`src/rtl/control_hazard_stage.sv`:
```
//------------------------------------------------------------------------------
// Module  : control_hazard_stage
// Brief   : Load-use stall / flush control for the ID/EX boundary, bubble stats.
// Revision: 1.0 - initial release
//------------------------------------------------------------------------------
`default_nettype none

module control_hazard_stage #(
    parameter int CTRL_W       = 16,
    parameter int ADDR_W       = 5,
    parameter int STALL_CYCLES = 1,
    parameter int CNT_W        = 16
) (
    input  logic              Clk,
    input  logic              Rst,
    input  logic [CTRL_W-1:0] PreCtrl,
    input  logic [ADDR_W-1:0] IDRs,
    input  logic [ADDR_W-1:0] IDRt,
    input  logic              IDUsesRt,
    input  logic              EXMemRead,
    input  logic [ADDR_W-1:0] EXDstAddr,
    input  logic              FlushReq,
    output logic [CTRL_W-1:0] CtrlOut,
    output logic              PCWrite,
    output logic              IFIDWrite,
    output logic              Stalling,
    output logic [CNT_W-1:0]  BubbleCount
);

    typedef enum logic [0:0] {
        S_RUN   = 1'b0,
        S_STALL = 1'b1
    } state_t;

    localparam logic [3:0] C_STALL_RELOAD = 4'(STALL_CYCLES - 1);

    state_t            r_state;
    logic [3:0]        r_stall_cnt;
    logic [CTRL_W-1:0] r_ctrl;
    logic [CNT_W-1:0]  r_bubble_cnt;

    logic              w_hazard;
    logic              w_update_en;
    logic [CNT_W-1:0]  w_bubble_next;

    // Register 0 is hard-wired, so a load targeting it never creates a dependency.
    assign w_hazard = EXMemRead && (EXDstAddr != '0) &&
                      ((EXDstAddr == IDRs) || (IDUsesRt && (EXDstAddr == IDRt)));

    assign w_bubble_next = (r_bubble_cnt == {CNT_W{1'b1}}) ? r_bubble_cnt
                                                           : r_bubble_cnt + CNT_W'(1);

    always_comb begin
        w_update_en = 1'b1;
        if (!Rst) begin
            case (r_state)
                S_RUN:   w_update_en = FlushReq || !w_hazard;
                S_STALL: w_update_en = FlushReq;
                default: w_update_en = 1'b1;
            endcase
        end
    end

    always_ff @(posedge Clk) begin
        if (Rst) begin
            r_state      <= S_RUN;
            r_stall_cnt  <= 4'd0;
            r_ctrl       <= '0;
            r_bubble_cnt <= '0;
        end else begin
            case (r_state)
                S_RUN: begin
                    if (FlushReq) begin
                        r_ctrl       <= '0;
                        r_bubble_cnt <= w_bubble_next;
                    end else if (w_hazard) begin
                        r_ctrl       <= '0;
                        r_bubble_cnt <= w_bubble_next;
                        // A single-bubble stall is fully handled in RUN.
                        if (STALL_CYCLES > 1) begin
                            r_state     <= S_STALL;
                            r_stall_cnt <= C_STALL_RELOAD;
                        end
                    end else begin
                        r_ctrl <= PreCtrl;
                    end
                end
                S_STALL: begin
                    r_ctrl       <= '0;
                    r_bubble_cnt <= w_bubble_next;
                    if (FlushReq) begin
                        r_state     <= S_RUN;
                        r_stall_cnt <= 4'd0;
                    end else begin
                        r_stall_cnt <= r_stall_cnt - 4'd1;
                        if (r_stall_cnt == 4'd1) begin
                            r_state <= S_RUN;
                        end
                    end
                end
                default: begin
                    r_state     <= S_RUN;
                    r_stall_cnt <= 4'd0;
                    r_ctrl      <= '0;
                end
            endcase
        end
    end

    assign CtrlOut     = r_ctrl;
    assign PCWrite     = w_update_en;
    assign IFIDWrite   = w_update_en;
    assign Stalling    = (r_state == S_STALL);
    assign BubbleCount = r_bubble_cnt;

endmodule

`default_nettype wire

```
`config.mk`:
```
export PLATFORM = sky130hd
export DESIGN_NAME = control_hazard_stage
export DESIGN_NICKNAME = d
export VERILOG_FILES = /design/src/rtl/control_hazard_stage.sv
export SDC_FILE = /design/constraint.sdc
export NUM_CORES = 1
export LEC_CHECK = 0
export CORE_MARGIN = 2
export CORE_UTILIZATION = 45
export DETAILED_ROUTE_END_ITERATION = 12
export PLACE_DENSITY = 0.84
export REMOVE_ABC_BUFFERS = 1
export SLEW_MARGIN = 20
export SYNTH_ARGS = -nofsm -noshare
export SYNTH_HDL_FRONTEND = slang
export SYNTH_SLANG_ARGS = --single-unit
```
`constraint.sdc`:
```
create_clock -name Clk -period 4.6 [get_ports Clk]
set_input_delay 1.38 -clock Clk [delete_from_list [all_inputs] [get_ports Clk]]
set_output_delay 1.38 -clock Clk [all_outputs]
set_load 0.02 [all_outputs]
```
==> results.tsv <==
metric	value	unit
status	completed	
cts_sinks	37	
cts_max_path_buffers	2	
drt_iter0_markers	121	
yosysMostFrequentCell	dfxtp_1	
ant_nets	0	
synth-compound-area-share	12.6	%
p_per_area	295	nW/um^2
clockRootBuffer	clkbuf_8	
syn_to_final_growth	56.4	%
hold_class	reg -> reg	
cp_max_fo	2	
cp.required	3220	ps
synth_area_leaders	dfxtp_1 (44%), xnor2_1 (6.7%), and2_1 (5.9%), nor2_1 (3.8%), a21oi_1 (3.6%)	
setup_viol	0	
ctsResizeCount	2	
yosys_warnings	0	
muxShareOfSynthArea	3.33	%
die_area	4260	sq um
yosys-top-cells-count	dfxtp_1 (37), nor2_1 (17), and2_1 (16)	
hpwl	3.02	mm
p_leak	0.942	nW
die_w	65.3	um
nets	305	
n_fill_cell	283	
yosysTopAreaCellShare	43.8	%
core	3630	sq um
grt_max_degree	24	
synthFlopType	dfxtp_1	
fmax	222	MHz
num_antenna_cells	0	
drt_wl_total	3.99	mm
drive_gt1_share	12.4	%
io_buffers	70	
synth_top_family_by_area	simple AND/OR/NAND/NOR gates	
fin_skew	5.15	ps
hold_buffers	0	
clkLatencyLatePin	290	ps
post-cts-setup-buffer-count	0	
htreeDepth	2	
yosys.area_share.adder	2.22	%
ys_ff_latch	37	
hold_viol_final	0	
startpoint	EXDstAddr[1]	
drc	0	
finalCriticalPeriod	4510	ps
timing.final.crit_share	98.0	%
synth_top_cell_by_area	dfxtp_1	
die_y	65.3	um
synth_area	1690	sq um
grt_pass1_vias	1567	
routed.top_layer	met4	
synth_edf_count	0	
avgSynthCellArea	9.24	sq um
grt_overflow	0	
antenna_found_initial	0	
peakVddDrop	0.274	mV
min-delay-start	r_stall_cnt[3]	
power	0.000780	W
reg2reg_from	BubbleCount[0]	
wl_met2	2.09	mm
rows	22	
max-cap-violations	0	
drtPass1Iterations	4	
ys_types	40	
start_kind	input pin	
seq_area_frac_synth	43.8	%
io-pin-count	71	
synthArstFlopShare	0	%
cts_tree	built	
critPathCaptureType	output port	
slew_headroom	71.3	%
start_util	46.5	%
wire_per_inst	12.7	um
worstSetupPathType	in -> out	
viasPerCell	5.02	
cp.arrival	3130	ps
wl_met3	279	um
cts_buffers	5	
postLayoutCoreUtil	72.8	%
worstMarginPinSlew	428	ps
grt_pass1_wl	6.77	mm
synth_simple_gate_area_share	27.5	%
report.final.slew_viol_count	0	
postSynthCellCount	183	
synthXorXnorAreaFrac	7.25	%
clk_pin_slew	80	ps
wl_met1	1.56	mm
rsz0062_at_grt	false	
gp_congestion	0.850	
grt.total_usage	20.6	%
vias	1580	
-- cell type report --
type | count | area (sq um) | area share [%]
Multi-Input combinational cell | 134 | 895 | 33.8
Timing Repair Buffer | 82 | 788 | 29.8
Sequential cell | 37 | 741 | 28.0
Clock buffer | 5 | 68.8 | 2.60
Clock inverter | 3 | 68.8 | 2.60
Tap cell | 48 | 60.1 | 2.27
Inverter | 6 | 22.5 | 0.852
-- routing by layer --
layer  global-route usage (%)  vias to the layer above
met1                     22.3                      720
met4                     7.03                        0
met3                     7.71                        7
li1                         -                      801
met2                     36.7                       52
met5                        0                        -
-- flip-flops by register name, indices dropped and copies added (netlist names) --
signal	flops
BubbleCount	16
CtrlOut	16
Stalling	1
r_stall_cnt	4
-- cell usage in the layout (no fill, tap or decap), types with 2 or more instances in the layout --
master,instances
and2_1,16
o21ai_0,9
a21oi_1,12
clkdlybuf4s50_1,68
nand2_1,9
nand3_1,9
buf_4,12
nor3_1,3
o31ai_1,3
bufinv_16,2
xnor2_1,13
or3_1,6
and3_1,2
nand4_1,4
inv_1,6
or4_1,4
nor2b_1,3
mux2i_1,3
nor2_1,17
dlygate4sd2_1,2
dfxtp_1,37
ha_1,3
clkbuf_8,5
-- final timing paths --
path	cells after the start	slack, ps	end
min reg2reg	2	480	r_stall_cnt[3]
min	2	480	r_stall_cnt[3]
max	8	90	IFIDWrite
max reg2reg	7	2710	BubbleCount[5]
-- report_power, final --
part,total [W],internal [W],switching (W),leakage [nW]
Sequential,0.000332,0.000328,0.00000430,0.301
Clock,0.000340,0.000218,0.000122,0.0687
Combinational,0.000108,0.0000631,0.0000446,0.573
Total,0.000780,0.000609,0.000171,0.942
-- per-stage QoR --
stage	hold WS (ps)	cell area, sq um	cells	TNS, ps	setup slack (ps)
after floorplan	439	1660	177	0	711
after global placement	460	2510	307	-190	-95.2
after detailed placement	473	2510	307	-274	-139
after CTS	486	2640	315	0	84.4
after global routing	522	2640	315	0	21.2
final	484	2640	315	0	93.5
-- critical path, stage by stage --
cell             delay (ps)
clkdlybuf4s50_1         430
buf_4                   150
xnor2_1                 150
nand3_1                 120
o22a_2                  260
o21bai_2                200
nand2_1                  90
dlygate4sd2_1           330
-- cell families after synthesis --
kind of cell,count (synthesis)
fa+ha+maj,3
simple gates,81
mux,5
flops,37
xor+xnor,14
buf+inv,12
compound gates,31
(Power assumes the default switching activity.)
